<file path="src/rtl/boreal_wload_pkg.sv">
`default_nettype none
// ============================================================================
//  Module   : boreal_wload_pkg
//  Purpose  : Shared definitions for the boreal weight loader.
//             - Parser/commit state encoding.
//             - Error cause codes.
//             - Default geometry and framing constants.
//  Revision : 1.0 - initial release
// ============================================================================
package boreal_wload_pkg;

  localparam int unsigned N_COEF_DEF      = 16;
  localparam int unsigned ADDR_W_DEF      = 5;
  localparam int unsigned DATA_W_DEF      = 16;
  localparam logic [7:0]  SYNC_BYTE_DEF   = 8'hA5;
  localparam int unsigned TIMEOUT_CYC_DEF = 65535;
  localparam int unsigned TMO_W           = 16;

  localparam int unsigned ST_W = 3;

  typedef enum logic [ST_W-1:0] {
    ST_IDLE   = 3'd0,
    ST_START  = 3'd1,
    ST_COUNT  = 3'd2,
    ST_DLO    = 3'd3,
    ST_DHI    = 3'd4,
    ST_CSUM   = 3'd5,
    ST_COMMIT = 3'd6
  } state_e;

  localparam logic [1:0] ERR_NONE    = 2'd0;
  localparam logic [1:0] ERR_RANGE   = 2'd1;
  localparam logic [1:0] ERR_CSUM    = 2'd2;
  localparam logic [1:0] ERR_TIMEOUT = 2'd3;

  // True while a frame is being received (the inter-byte timeout window).
  function automatic logic in_frame(input state_e s);
    return (s == ST_START) || (s == ST_COUNT) || (s == ST_DLO) ||
           (s == ST_DHI)   || (s == ST_CSUM);
  endfunction

endpackage
`default_nettype wire

</file>
<file path="src/rtl/boreal_weight_loader_if.sv">
`default_nettype none
// ============================================================================
//  Module   : boreal_weight_loader_if
//  Purpose  : Bundles the host byte link and the filter coefficient port.
//  Signals  : in_data/in_valid/in_ready  - byte stream (valid/ready)
//             commit_ok                  - filter idle, write allowed
//             host_addr/host_din/host_we - coefficient write port
//             done/err/err_code          - frame status
//  Modports : master - host / filter side environment
//             slave  - the weight loader
//  Revision : 1.0 - initial release
// ============================================================================
interface boreal_weight_loader_if
  import boreal_wload_pkg::*;
#(
  parameter int unsigned ADDR_W = ADDR_W_DEF,
  parameter int unsigned DATA_W = DATA_W_DEF
);

  logic [7:0]        in_data;
  logic              in_valid;
  logic              in_ready;
  logic              commit_ok;
  logic [ADDR_W-1:0] host_addr;
  logic [DATA_W-1:0] host_din;
  logic              host_we;
  logic              done;
  logic              err;
  logic [1:0]        err_code;

  modport master (
    output in_data, in_valid, commit_ok,
    input  in_ready, host_addr, host_din, host_we, done, err, err_code
  );

  modport slave (
    input  in_data, in_valid, commit_ok,
    output in_ready, host_addr, host_din, host_we, done, err, err_code
  );

endinterface
`default_nettype wire

</file>
<file path="src/rtl/boreal_wload_shadow_ram.sv">
`default_nettype none
// ============================================================================
//  Module   : boreal_wload_shadow_ram
//  Purpose  : DEPTH x WIDTH shadow buffer holding a frame until it has been
//             checksum-verified. One write port, one registered read port.
//  Ports    : clk, rst_n          - clock, async active-low reset
//             wr_en_i/wr_addr_i/wr_data_i - write port (frame parser)
//             rd_en_i/rd_addr_i   - read request (commit sequencer)
//             rd_data_o           - registered read data, holds when idle
//  Revision : 1.0 - initial release
// ============================================================================
module boreal_wload_shadow_ram
  import boreal_wload_pkg::*;
#(
  parameter int unsigned DEPTH = N_COEF_DEF,
  parameter int unsigned WIDTH = DATA_W_DEF,
  parameter int unsigned AW    = (DEPTH > 1) ? $clog2(DEPTH) : 1
) (
  input  wire logic             clk,
  input  wire logic             rst_n,
  input  wire logic             wr_en_i,
  input  wire logic [AW-1:0]    wr_addr_i,
  input  wire logic [WIDTH-1:0] wr_data_i,
  input  wire logic             rd_en_i,
  input  wire logic [AW-1:0]    rd_addr_i,
  output logic      [WIDTH-1:0] rd_data_o
);

  logic [WIDTH-1:0] mem_q [DEPTH];
  logic [WIDTH-1:0] rd_data_q;

  // Storage carries no reset: contents are meaningless until rewritten.
  always_ff @(posedge clk) begin
    if (wr_en_i) begin
      mem_q[wr_addr_i] <= wr_data_i;
    end
  end

  // Read data lands together with the write strobe it belongs to and holds
  // while the commit is stalled.
  always_ff @(posedge clk or negedge rst_n) begin
    if (!rst_n) begin
      rd_data_q <= '0;
    end else if (rd_en_i) begin
      rd_data_q <= mem_q[rd_addr_i];
    end
  end

  assign rd_data_o = rd_data_q;

endmodule
`default_nettype wire

</file>
<file path="src/rtl/boreal_weight_loader.sv">
`default_nettype none
// ============================================================================
//  Module   : boreal_weight_loader
//  Purpose  : Receives a framed coefficient stream (SYNC, START, COUNT,
//             COUNT x {lo,hi}, CSUM) into a shadow buffer, verifies the XOR
//             checksum and only then replays the words onto the filter
//             coefficient port, one word per commit_ok cycle.
//  Ports    : clk    - system clock
//             rst_n  - asynchronous active-low reset
//             bus    - boreal_weight_loader_if.slave (byte link, filter
//                      port, done/err/err_code status)
//  Options  : BOREAL_WLOAD_TIMEOUT_EN - inter-byte timeout (err_code 3)
//  Revision : 1.0 - initial release
// ============================================================================
module boreal_weight_loader
  import boreal_wload_pkg::*;
#(
  parameter int unsigned N_COEF      = N_COEF_DEF,
  parameter int unsigned ADDR_W      = ADDR_W_DEF,
  parameter int unsigned DATA_W      = DATA_W_DEF,
  parameter logic [7:0]  SYNC_BYTE   = SYNC_BYTE_DEF,
  parameter int unsigned TIMEOUT_CYC = TIMEOUT_CYC_DEF
) (
  input wire logic               clk,
  input wire logic               rst_n,
  boreal_weight_loader_if.slave  bus
);

  localparam int unsigned IDX_W = (N_COEF > 1) ? $clog2(N_COEF) : 1;
  localparam int unsigned CNT_W = $clog2(N_COEF + 1);

  state_e            state_q;
  logic              in_ready_q;
  logic [ADDR_W-1:0] host_addr_q;
  logic              host_we_q;
  logic              done_q;
  logic              err_q;
  logic [1:0]        err_code_q;
  logic [ADDR_W-1:0] start_q;
  logic              start_bad_q;
  logic [CNT_W-1:0]  count_q;
  logic [CNT_W-1:0]  k_q;
  logic [7:0]        lo_q;
  logic [7:0]        csum_q;

  logic [7:0]        csum_d;
  logic [CNT_W-1:0]  k_d;
  logic              w_fire;
  logic [8:0]        w_end;
  logic              w_range_bad;
  logic              w_ram_we;
  logic              w_ram_re;
  logic [DATA_W-1:0] w_rd_data;

  assign w_fire = bus.in_valid && in_ready_q;
  assign csum_d = csum_q ^ bus.in_data;
  assign k_d    = k_q + CNT_W'(1);

  // Frame must fit in the 2**ADDR_W coefficient space and in the buffer.
  assign w_end       = 9'(start_q) + 9'(bus.in_data);
  assign w_range_bad = (bus.in_data == 8'd0) || (bus.in_data > 8'(N_COEF)) ||
                       start_bad_q || (w_end > 9'(1 << ADDR_W));

  assign w_ram_we = w_fire && (state_q == ST_DHI);
  assign w_ram_re = (state_q == ST_COMMIT) && bus.commit_ok && (k_q != count_q);

  boreal_wload_shadow_ram #(
    .DEPTH (N_COEF),
    .WIDTH (DATA_W),
    .AW    (IDX_W)
  ) u_shadow (
    .clk       (clk),
    .rst_n     (rst_n),
    .wr_en_i   (w_ram_we),
    .wr_addr_i (k_q[IDX_W-1:0]),
    .wr_data_i (DATA_W'({bus.in_data, lo_q})),
    .rd_en_i   (w_ram_re),
    .rd_addr_i (k_q[IDX_W-1:0]),
    .rd_data_o (w_rd_data)
  );

`ifdef BOREAL_WLOAD_TIMEOUT_EN
  logic [TMO_W-1:0] tmo_q;
  logic             w_tmo_hit;
  assign w_tmo_hit = in_frame(state_q) && !w_fire &&
                     (tmo_q == TMO_W'(TIMEOUT_CYC - 1));
`else
  logic w_unused_tmo;
  assign w_unused_tmo = (TIMEOUT_CYC != 0);
`endif

  always_ff @(posedge clk or negedge rst_n) begin
    if (!rst_n) begin
      state_q     <= ST_IDLE;
      in_ready_q  <= 1'b0;
      host_addr_q <= '0;
      host_we_q   <= 1'b0;
      done_q      <= 1'b0;
      err_q       <= 1'b0;
      err_code_q  <= ERR_NONE;
      start_q     <= '0;
      start_bad_q <= 1'b0;
      count_q     <= '0;
      k_q         <= '0;
      lo_q        <= '0;
      csum_q      <= '0;
`ifdef BOREAL_WLOAD_TIMEOUT_EN
      tmo_q       <= '0;
`endif
    end else begin
      // Pulses default low; in_ready is dropped explicitly for COMMIT and
      // for the cycle in which err/done pulse.
      host_we_q  <= 1'b0;
      done_q     <= 1'b0;
      err_q      <= 1'b0;
      in_ready_q <= 1'b1;

`ifdef BOREAL_WLOAD_TIMEOUT_EN
      if (!in_frame(state_q) || w_fire) begin
        tmo_q <= '0;
      end else begin
        tmo_q <= tmo_q + TMO_W'(1);
      end
`endif

      case (state_q)
        ST_IDLE: begin
          if (w_fire && (bus.in_data == SYNC_BYTE)) begin
            csum_q  <= 8'h00;
            state_q <= ST_START;
          end
        end

        ST_START: begin
          if (w_fire) begin
            start_q     <= bus.in_data[ADDR_W-1:0];
            start_bad_q <= (bus.in_data >> ADDR_W) != 8'd0;
            csum_q      <= csum_d;
            state_q     <= ST_COUNT;
          end
        end

        ST_COUNT: begin
          if (w_fire) begin
            csum_q  <= csum_d;
            count_q <= bus.in_data[CNT_W-1:0];
            k_q     <= '0;
            if (w_range_bad) begin
              err_q      <= 1'b1;
              err_code_q <= ERR_RANGE;
              in_ready_q <= 1'b0;
              state_q    <= ST_IDLE;
            end else begin
              state_q    <= ST_DLO;
            end
          end
        end

        ST_DLO: begin
          if (w_fire) begin
            lo_q    <= bus.in_data;
            csum_q  <= csum_d;
            state_q <= ST_DHI;
          end
        end

        ST_DHI: begin
          // Shadow write happens combinationally on this transfer.
          if (w_fire) begin
            csum_q  <= csum_d;
            k_q     <= k_d;
            state_q <= (k_d == count_q) ? ST_CSUM : ST_DLO;
          end
        end

        ST_CSUM: begin
          if (w_fire) begin
            in_ready_q <= 1'b0;
            if (bus.in_data == csum_q) begin
              k_q     <= '0;
              state_q <= ST_COMMIT;
            end else begin
              err_q      <= 1'b1;
              err_code_q <= ERR_CSUM;
              state_q    <= ST_IDLE;
            end
          end
        end

        ST_COMMIT: begin
          in_ready_q <= 1'b0;
          if (k_q == count_q) begin
            // Last strobe was issued on the previous edge.
            done_q  <= 1'b1;
            state_q <= ST_IDLE;
          end else if (bus.commit_ok) begin
            host_we_q   <= 1'b1;
            host_addr_q <= start_q + ADDR_W'(k_q);
            k_q         <= k_d;
          end
        end

        default: begin
          state_q <= ST_IDLE;
        end
      endcase

`ifdef BOREAL_WLOAD_TIMEOUT_EN
      if (w_tmo_hit) begin
        err_q      <= 1'b1;
        err_code_q <= ERR_TIMEOUT;
        in_ready_q <= 1'b0;
        state_q    <= ST_IDLE;
      end
`endif
    end
  end

  assign bus.in_ready  = in_ready_q;
  assign bus.host_addr = host_addr_q;
  assign bus.host_din  = w_rd_data;
  assign bus.host_we   = host_we_q;
  assign bus.done      = done_q;
  assign bus.err       = err_q;
  assign bus.err_code  = err_code_q;

endmodule
`default_nettype wire
</file>
<file path="src/flat_wrapper.sv">
// flat-port wrapper written by rule: the top's interface ports become plain ports
module boreal_weight_loader_flat import boreal_wload_pkg::*;
#(
  parameter int unsigned N_COEF      = N_COEF_DEF,
  parameter int unsigned ADDR_W      = ADDR_W_DEF,
  parameter int unsigned DATA_W      = DATA_W_DEF,
  parameter logic [7:0]  SYNC_BYTE   = SYNC_BYTE_DEF,
  parameter int unsigned TIMEOUT_CYC = TIMEOUT_CYC_DEF
)
  (clk, rst_n, bus_in_data, bus_in_valid, bus_commit_ok, bus_in_ready, bus_host_addr, bus_host_din, bus_host_we, bus_done, bus_err, bus_err_code);
  boreal_weight_loader_if #(.ADDR_W(ADDR_W), .DATA_W(DATA_W)) bus_i ();
  input wire logic clk;
  input wire logic rst_n;
  input wire logic [$bits(bus_i.in_data)-1:0] bus_in_data;
  input wire logic [$bits(bus_i.in_valid)-1:0] bus_in_valid;
  input wire logic [$bits(bus_i.commit_ok)-1:0] bus_commit_ok;
  output wire logic [$bits(bus_i.in_ready)-1:0] bus_in_ready;
  output wire logic [$bits(bus_i.host_addr)-1:0] bus_host_addr;
  output wire logic [$bits(bus_i.host_din)-1:0] bus_host_din;
  output wire logic [$bits(bus_i.host_we)-1:0] bus_host_we;
  output wire logic [$bits(bus_i.done)-1:0] bus_done;
  output wire logic [$bits(bus_i.err)-1:0] bus_err;
  output wire logic [$bits(bus_i.err_code)-1:0] bus_err_code;
  assign bus_i.in_data = bus_in_data;
  assign bus_i.in_valid = bus_in_valid;
  assign bus_i.commit_ok = bus_commit_ok;
  assign bus_in_ready = bus_i.in_ready;
  assign bus_host_addr = bus_i.host_addr;
  assign bus_host_din = bus_i.host_din;
  assign bus_host_we = bus_i.host_we;
  assign bus_done = bus_i.done;
  assign bus_err = bus_i.err;
  assign bus_err_code = bus_i.err_code;
  boreal_weight_loader #(.N_COEF(N_COEF), .ADDR_W(ADDR_W), .DATA_W(DATA_W), .SYNC_BYTE(SYNC_BYTE), .TIMEOUT_CYC(TIMEOUT_CYC)) u_core (.clk(clk), .rst_n(rst_n), .bus(bus_i));
endmodule
</file>
<file path="config.mk">
export PLATFORM = sky130hd
export DESIGN_NAME = boreal_weight_loader_flat
export DESIGN_NICKNAME = d
export VERILOG_FILES = /design/src/rtl/boreal_wload_pkg.sv /design/src/rtl/boreal_weight_loader_if.sv /design/src/rtl/boreal_wload_shadow_ram.sv /design/src/rtl/boreal_weight_loader.sv /design/src/flat_wrapper.sv
export SDC_FILE = /design/constraint.sdc
export NUM_CORES = 1
export LEC_CHECK = 0
export CORE_UTILIZATION = 45
export CTS_CLUSTER_SIZE = 14
export DETAILED_ROUTE_END_ITERATION = 10
export PLACE_DENSITY = 0.71
export SLEW_MARGIN = 0
export SYNTH_ARGS = -nofsm -noshare
export SYNTH_HDL_FRONTEND = slang
export SYNTH_SLANG_ARGS = --single-unit
</file>
<file path="constraint.sdc">
create_clock -name clk -period 8.01 [get_ports clk]
set_input_delay 1.602 -clock clk [delete_from_list [all_inputs] [get_ports clk]]
set_output_delay 1.602 -clock clk [all_outputs]
set_load 0.02 [all_outputs]
</file>
After elaboration in Yosys (flattened, before gate mapping)
Memory sizes are Yosys's and may differ from the RTL's. A register that Yosys moved wholly into a read port is not among the register bits.
Index checks and enable logic that the tools add are counted.

storage, ports and cells
  bits in registers = 46
  bits in writable memories = 256
  output and inout bits = 27
  logic and storage cells = 111
  memories = 1

operators by class
  $add $sub $neg = 3
  order comparisons = 2
  eq/ne operators = 24
  mux-type cells = 42
  bitwise logic cells = 2
  reduce and logical (&&, ||, !) cells = 24

memory list
  name                   depth  bits a word  rd ports  clocked after Yosys merged registers in  write ports  RTL line                       RTL
  u_core.u_shadow.mem_q  16     16           1         1                                        1            boreal_wload_shadow_ram.sv:29  logic [WIDTH-1:0] mem_q [DEPTH];

operator list
  kind                  count
  $mux W5               6
  $mux W3               9
  $pmux W3 S7           1
  $pmux W5 S4           1
  $ne A2 B1 Y1 const B  9
  $mux W8               2
  $pmux W8 S2           1
  $mux W1               14
  $reduce_and A7 Y1     2
  $eq A5 B5 Y1          2
  $mux W2               5
  $add A5 B8 Y9         1
  $eq A3 B3 Y1 const B  3
  $gt A9 B6 Y1 const B  1
  $eq A8 B8 Y1          1
  $eq A8 B8 Y1 const B  1
  $gt A8 B5 Y1 const B  1
  $logic_not A8 Y1      1
  $ne A2 B2 Y1 const B  4
  $reduce_bool A8 Y1    1
  $xor A8 B8 Y8         1
  $eq A3 B2 Y1 const B  2
  $reduce_and A2 Y1     3
  $reduce_and A3 Y1     2
  other kinds (16)      23

Depth between registers and ports, before layout
  word-level depth = 7
  depth in mapped cells = 10
  depth with buffers taken out = 8

Modules after synthesis
A second synthesis with hierarchy kept.

unflattened totals
  cells, all modules = 716
  area, all modules = 13150.1 sq um

modules (own cells, without submodules)
  module                   times used  cells an instance  area each (sq um)  seq. area each (sq um)
  boreal_wload_shadow_ram  1           452                10458.8            8087.8
  boreal_weight_loader     1           264                2691.3             1151.1

Worst setup path before layout
OpenSTA, ideal clock, no wires.

  path type = input -> register
  start = in bus_in_valid
  end = mem u_core.u_shadow.mem_q[2][0] in the netlist's numbering (enable)
  arrival = 3.406 ns
  setup slack = 4.194 ns
  stages = 4
  buffers on the path = 0
  cells stage by stage = nand2_1 > nor3_1 > nand2_1 > nor3_1

on the way
  word-level cells in the longest chain between the ends = 4

ends and longest elaborated chain
  what                           RTL line                       RTL
  start, declared                flat_wrapper.sv:15             input wire logic [$bits(bus_i.in_valid)-1:0] bus_in_valid;
  $logic_and A1 B1 Y1            boreal_weight_loader.sv:55     assign w_fire = bus.in_valid && in_ready_q;
  $logic_and A1 B1 Y1            boreal_weight_loader.sv:64     assign w_ram_we = w_fire && (state_q == ST_DHI);
  $mux W1                        boreal_wload_shadow_ram.sv:34  if (wr_en_i) begin
  $mux W1 (not written as such)  boreal_wload_shadow_ram.sv:35  mem_q[wr_addr_i] <= wr_data_i;
  end, declared                  boreal_wload_shadow_ram.sv:29

Every way passes these cells.

Worst setup path after layout
  start = in bus_in_valid
  end = mem u_core.u_shadow.mem_q[6][1] in the netlist's numbering (enable)

Same word-level chain as after synthesis.

==> results.rst <==
.. list-table::
   :header-rows: 1

   * - Metric
     - Value
   * - Critical path cell sequence
     - clkdlybuf4s50_1 -> nand2_1 -> nor3_1 -> nand2_1 -> nor2_1 -> buf_4
   * - Final setup TNS
     - 0 ns
   * - CTS tree
     - done
   * - Worst vdd ir
     - 161 uV
   * - Insertion delay to the later sink of the worst-skew pair
     - 0.52 ns
   * - Critical path launch point
     - bus_in_valid
   * - Sequential-to-total area share from yosys stat
     - 0.707
   * - Cell family contributing the most delay on the critical path
     - simple AND/OR/NAND/NOR gates
   * - Unrepaired setup endpoints after global routing
     - no
   * - Clock transition at the registers of the reported paths
     - 0.06 ns
   * - Post-synthesis instance area
     - 13,100 um2
   * - Starting DRT DRC Count
     - 525
   * - Most common library cell in the layout ignoring fill and taps
     - edfxtp_1
   * - Floorplan Core Area
     - 28,600 um2
   * - Final Setup Violations
     - 0
   * - Area growth, synth to finish
     - 14.9%
   * - Utilization after layout
     - 0.524
   * - Routability cong.
     - 0.851
   * - Clock root cell
     - clkbuf_16
   * - FF-to-FF path depth
     - 8
   * - Leakage power of the design
     - 5.05 nW
   * - Worst hold path endpoint
     - u_core.bus.host_addr[2]
   * - Met2 track utilization from global routing
     - 0.328
   * - Post-route ant nets
     - 0
   * - Final Hold Violating Endpoints
     - 0
   * - Number of sinks driven by the clock tree
     - 318
   * - Yosys top cell area share
     - 0.588
   * - Final WL
     - 27,400 um
   * - Signal arrival time at the worst endpoint
     - 4.37 ns
   * - CP Capture Type
     - flop
   * - Estimated wirelength of the detail-placed design
     - 15,900 um
   * - Outcome
     - completed
   * - Number of different library cells in the post-synthesis netlist
     - 56
   * - Total Die Area
     - 29,700 um2
   * - Cell type contributing the most total cell area after synthesis
     - edfxtp_1
   * - Slowest cell on crit path
     - nor2_1
   * - Post-synthesis async set-or-reset flop share
     - 0.195
   * - Number of buffers on the longest clock path
     - 3
   * - Worst-case setup slack after placement
     - 3.27 ns
   * - Gate count of the mapped netlist
     - 678
   * - GR Util met3
     - 0.0286
   * - Commonest register cell after synthesis
     - edfxtp_1
   * - Starting density of the core
     - 0.456
   * - Syn nets
     - 705
   * - Final cycle utilization of the critical path
     - 0.520
   * - Via count
     - 6,668
   * - Pin count of the biggest net entering global routing
     - 63
   * - Gr ovfl total
     - 0
   * - Critical Setup Path Class
     - primary input to flop
   * - Final layout net count
     - 768
   * - Antenna violations before repair
     - 0
   * - Max Clock Freq
     - 0.240 GHz
   * - Cell repeated most along the worst path
     - nand2_1
   * - Highest-count cells in the layout ignoring fill and taps
     - edfxtp_1 (256), mux4_2 (71), dfrtp_1 (60)
   * - Per-cell routed wire length
     - 23.8 um
   * - GRT Overall Usage
     - 0.196
   * - Post-route minimum period
     - 4.16 ns
   * - Flops & latches, synth
     - 318
   * - Capture instance of the worst register-to-register path
     - u_core.state_q[1]
   * - Launch instance of the worst register-to-register path
     - u_core.k_q[1]
   * - DRC violation count after routing
     - 0
   * - Most crowded layer after global routing
     - met2
   * - Number of buffer and inverter instances along the worst setup path
     - 2
   * - Power density relative to cell area
     - 313 nW/um2
   * - Slew at the pin with the worst max-slew slack
     - 1.16 ns
   * - Worst Slack Setup Final
     - 3.85 ns
   * - Buffers added on ports
     - 38
   * - Number of placement rows
     - 62
   * - Number of top-level pins
     - 39
   * - Number of global-route vias before repair
     - 6,929
   * - Share of layout cells above drive strength 1
     - 0.220
   * - Hold WC Path Type
     - flop to flop
   * - Wire length of the first global-routing pass
     - 42,200 um
   * - Worst Hold Path Cells
     - 1
   * - Cts bufs inserted
     - 34
   * - Die extent in x
     - 172 um
   * - Mean cell area of the mapped netlist
     - 19.3 um2
   * - Number of buffers inserted by hold repair at cts
     - 0
   * - Number of buffers inserted to repair setup after CTS
     - 0
   * - Met1 GRT Util
     - 0.266
   * - Headroom to the max-slew limit
     - 0.225
   * - Final non-filler cell area
     - 15,000 um2
   * - Largest stage delay on the critical path
     - 0.71 ns
   * - Total inserted antenna cells
     - 0
   * - Max-slew violation count
     - 0
   * - Top post-synthesis cells by area
     - edfxtp_1 (59%), mux4_2 (12%), dfrtp_1 (12%), mux4_1 (1.8%), mux2_1 (1.8%)
   * - Count of warnings emitted by yosys
     - 0
   * - Start point of the worst min-delay path
     - u_core.bus.host_addr[2]
   * - Worst hold slack after final layout
     - 0.488 ns
   * - Via-to-Cell Ratio
     - 5.79
   * - Placed instance area
     - 13,900 um2
   * - Worst Clk Skew
     - 0.0230 ns
   * - Y dimension of the die
     - 172 um
   * - Flop-to-flop setup slack
     - 4.65 ns
   * - Largest fanout on the critical path
     - 15
   * - Number of instances resized during post-cts repair
     - 0
   * - Startpoint class of the critical path
     - primary input
   * - Post-synth EDFFs
     - 256
   * - H-tree level count
     - 2
   * - Crit path required time
     - 8.22 ns
   * - MaxCap Viol Count
     - 0
   * - Pre-Repair DR Iteration Count
     - 5
flip-flops by register name, indices dropped and copies added (netlist names):
register	cells
u_core.lo_q	8
u_core.count_q	5
u_core.state_q	3
u_core.bus.host_we	1
u_core.bus.err	1
u_core.bus.err_code	2
u_core.bus.done	1
u_core.start_bad_q	1
u_core.u_shadow.rd_data_o	16
u_core.u_shadow.mem_q	256
u_core.k_q	5
u_core.start_q	5
u_core.csum_q	8
u_core.bus.host_addr	5
u_core.bus.in_ready	1
worst max-delay path by stage:
| stage | end | slack [ns] | cells past startpoint |
|---|---|---|---|
| after floorplan | u_core.u_shadow.mem_q[2][0] | 4.19 | 4 |
| after global placement | u_core.u_shadow.mem_q[0][3] | 3.36 | 5 |
| after detailed placement | u_core.u_shadow.mem_q[2][9] | 3.27 | 5 |
| after CTS | u_core.u_shadow.mem_q[2][14] | 3.77 | 5 |
| after global routing | u_core.u_shadow.mem_q[6][1] | 3.65 | 6 |
| final | u_core.u_shadow.mem_q[6][1] | 3.85 | 6 |
where the power goes:
group          internal, mW  leakage (nW)  switching [mW]
sequential             1.99          3.10           0.237
clock                 0.861         0.519           0.616
combinational         0.527          1.43           0.468
total                  3.38          5.05            1.32
cells in the mapped netlist (all sizes together), types with 3 or more instances:
cell,count
or3,4
a21oi,10
nor4,3
dfrtp,62
nor3,12
a31oi,4
xnor2,14
inv,11
edfxtp,256
nand2,18
mux4,80
o21ai,28
nand4,5
nand2b,11
clkbuf,13
ha,13
mux2,37
xor2,9
nor2,30
a21o,7
buf,20
a211oi,3
logic make-up (layout without fill, tap and decap cells):
family / Yosys count / after routing / share of synthesized area
adder cells (fa/ha/maj): 15 / 15 / 0.0155
buffers and inverters: 44 / 133 / 0.0183
multiplexers: 118 / 118 / 0.176
AO/OA/AOI/OAI: 68 / 68 / 0.0325
AND/OR/NAND/NOR: 92 / 92 / 0.0351
XOR/XNOR: 23 / 23 / 0.0154
flip-flops: 318 / 318 / 0.707
per-stage QoR:
| stage | instances | total power, mW |
|---|---|---|
| after floorplan | 678 | 2.97 |
| after global placement | 1089 | 3.21 |
| after detailed placement | 1089 | 3.27 |
| after CTS | 1151 | 4.74 |
| after global routing | 1151 | 4.91 |
| final | 1151 | 4.70 |
final cells by class:
type,instances,area (um2)
inverter,11,41.3
multi-input combinational,316,3640
clock buffer,47,941
fill,2164,13600
timing repair buffer,60,541
sequential,318,9240
clock inverter,15,123
tap,384,480
metal layers:
metal	up-vias	share of wire
met5	-	0
met4	0	0.022
met3	38	0.060
met2	246	0.50
met1	3520	0.42
li1	2864	-
(Power assumes the default switching activity.)
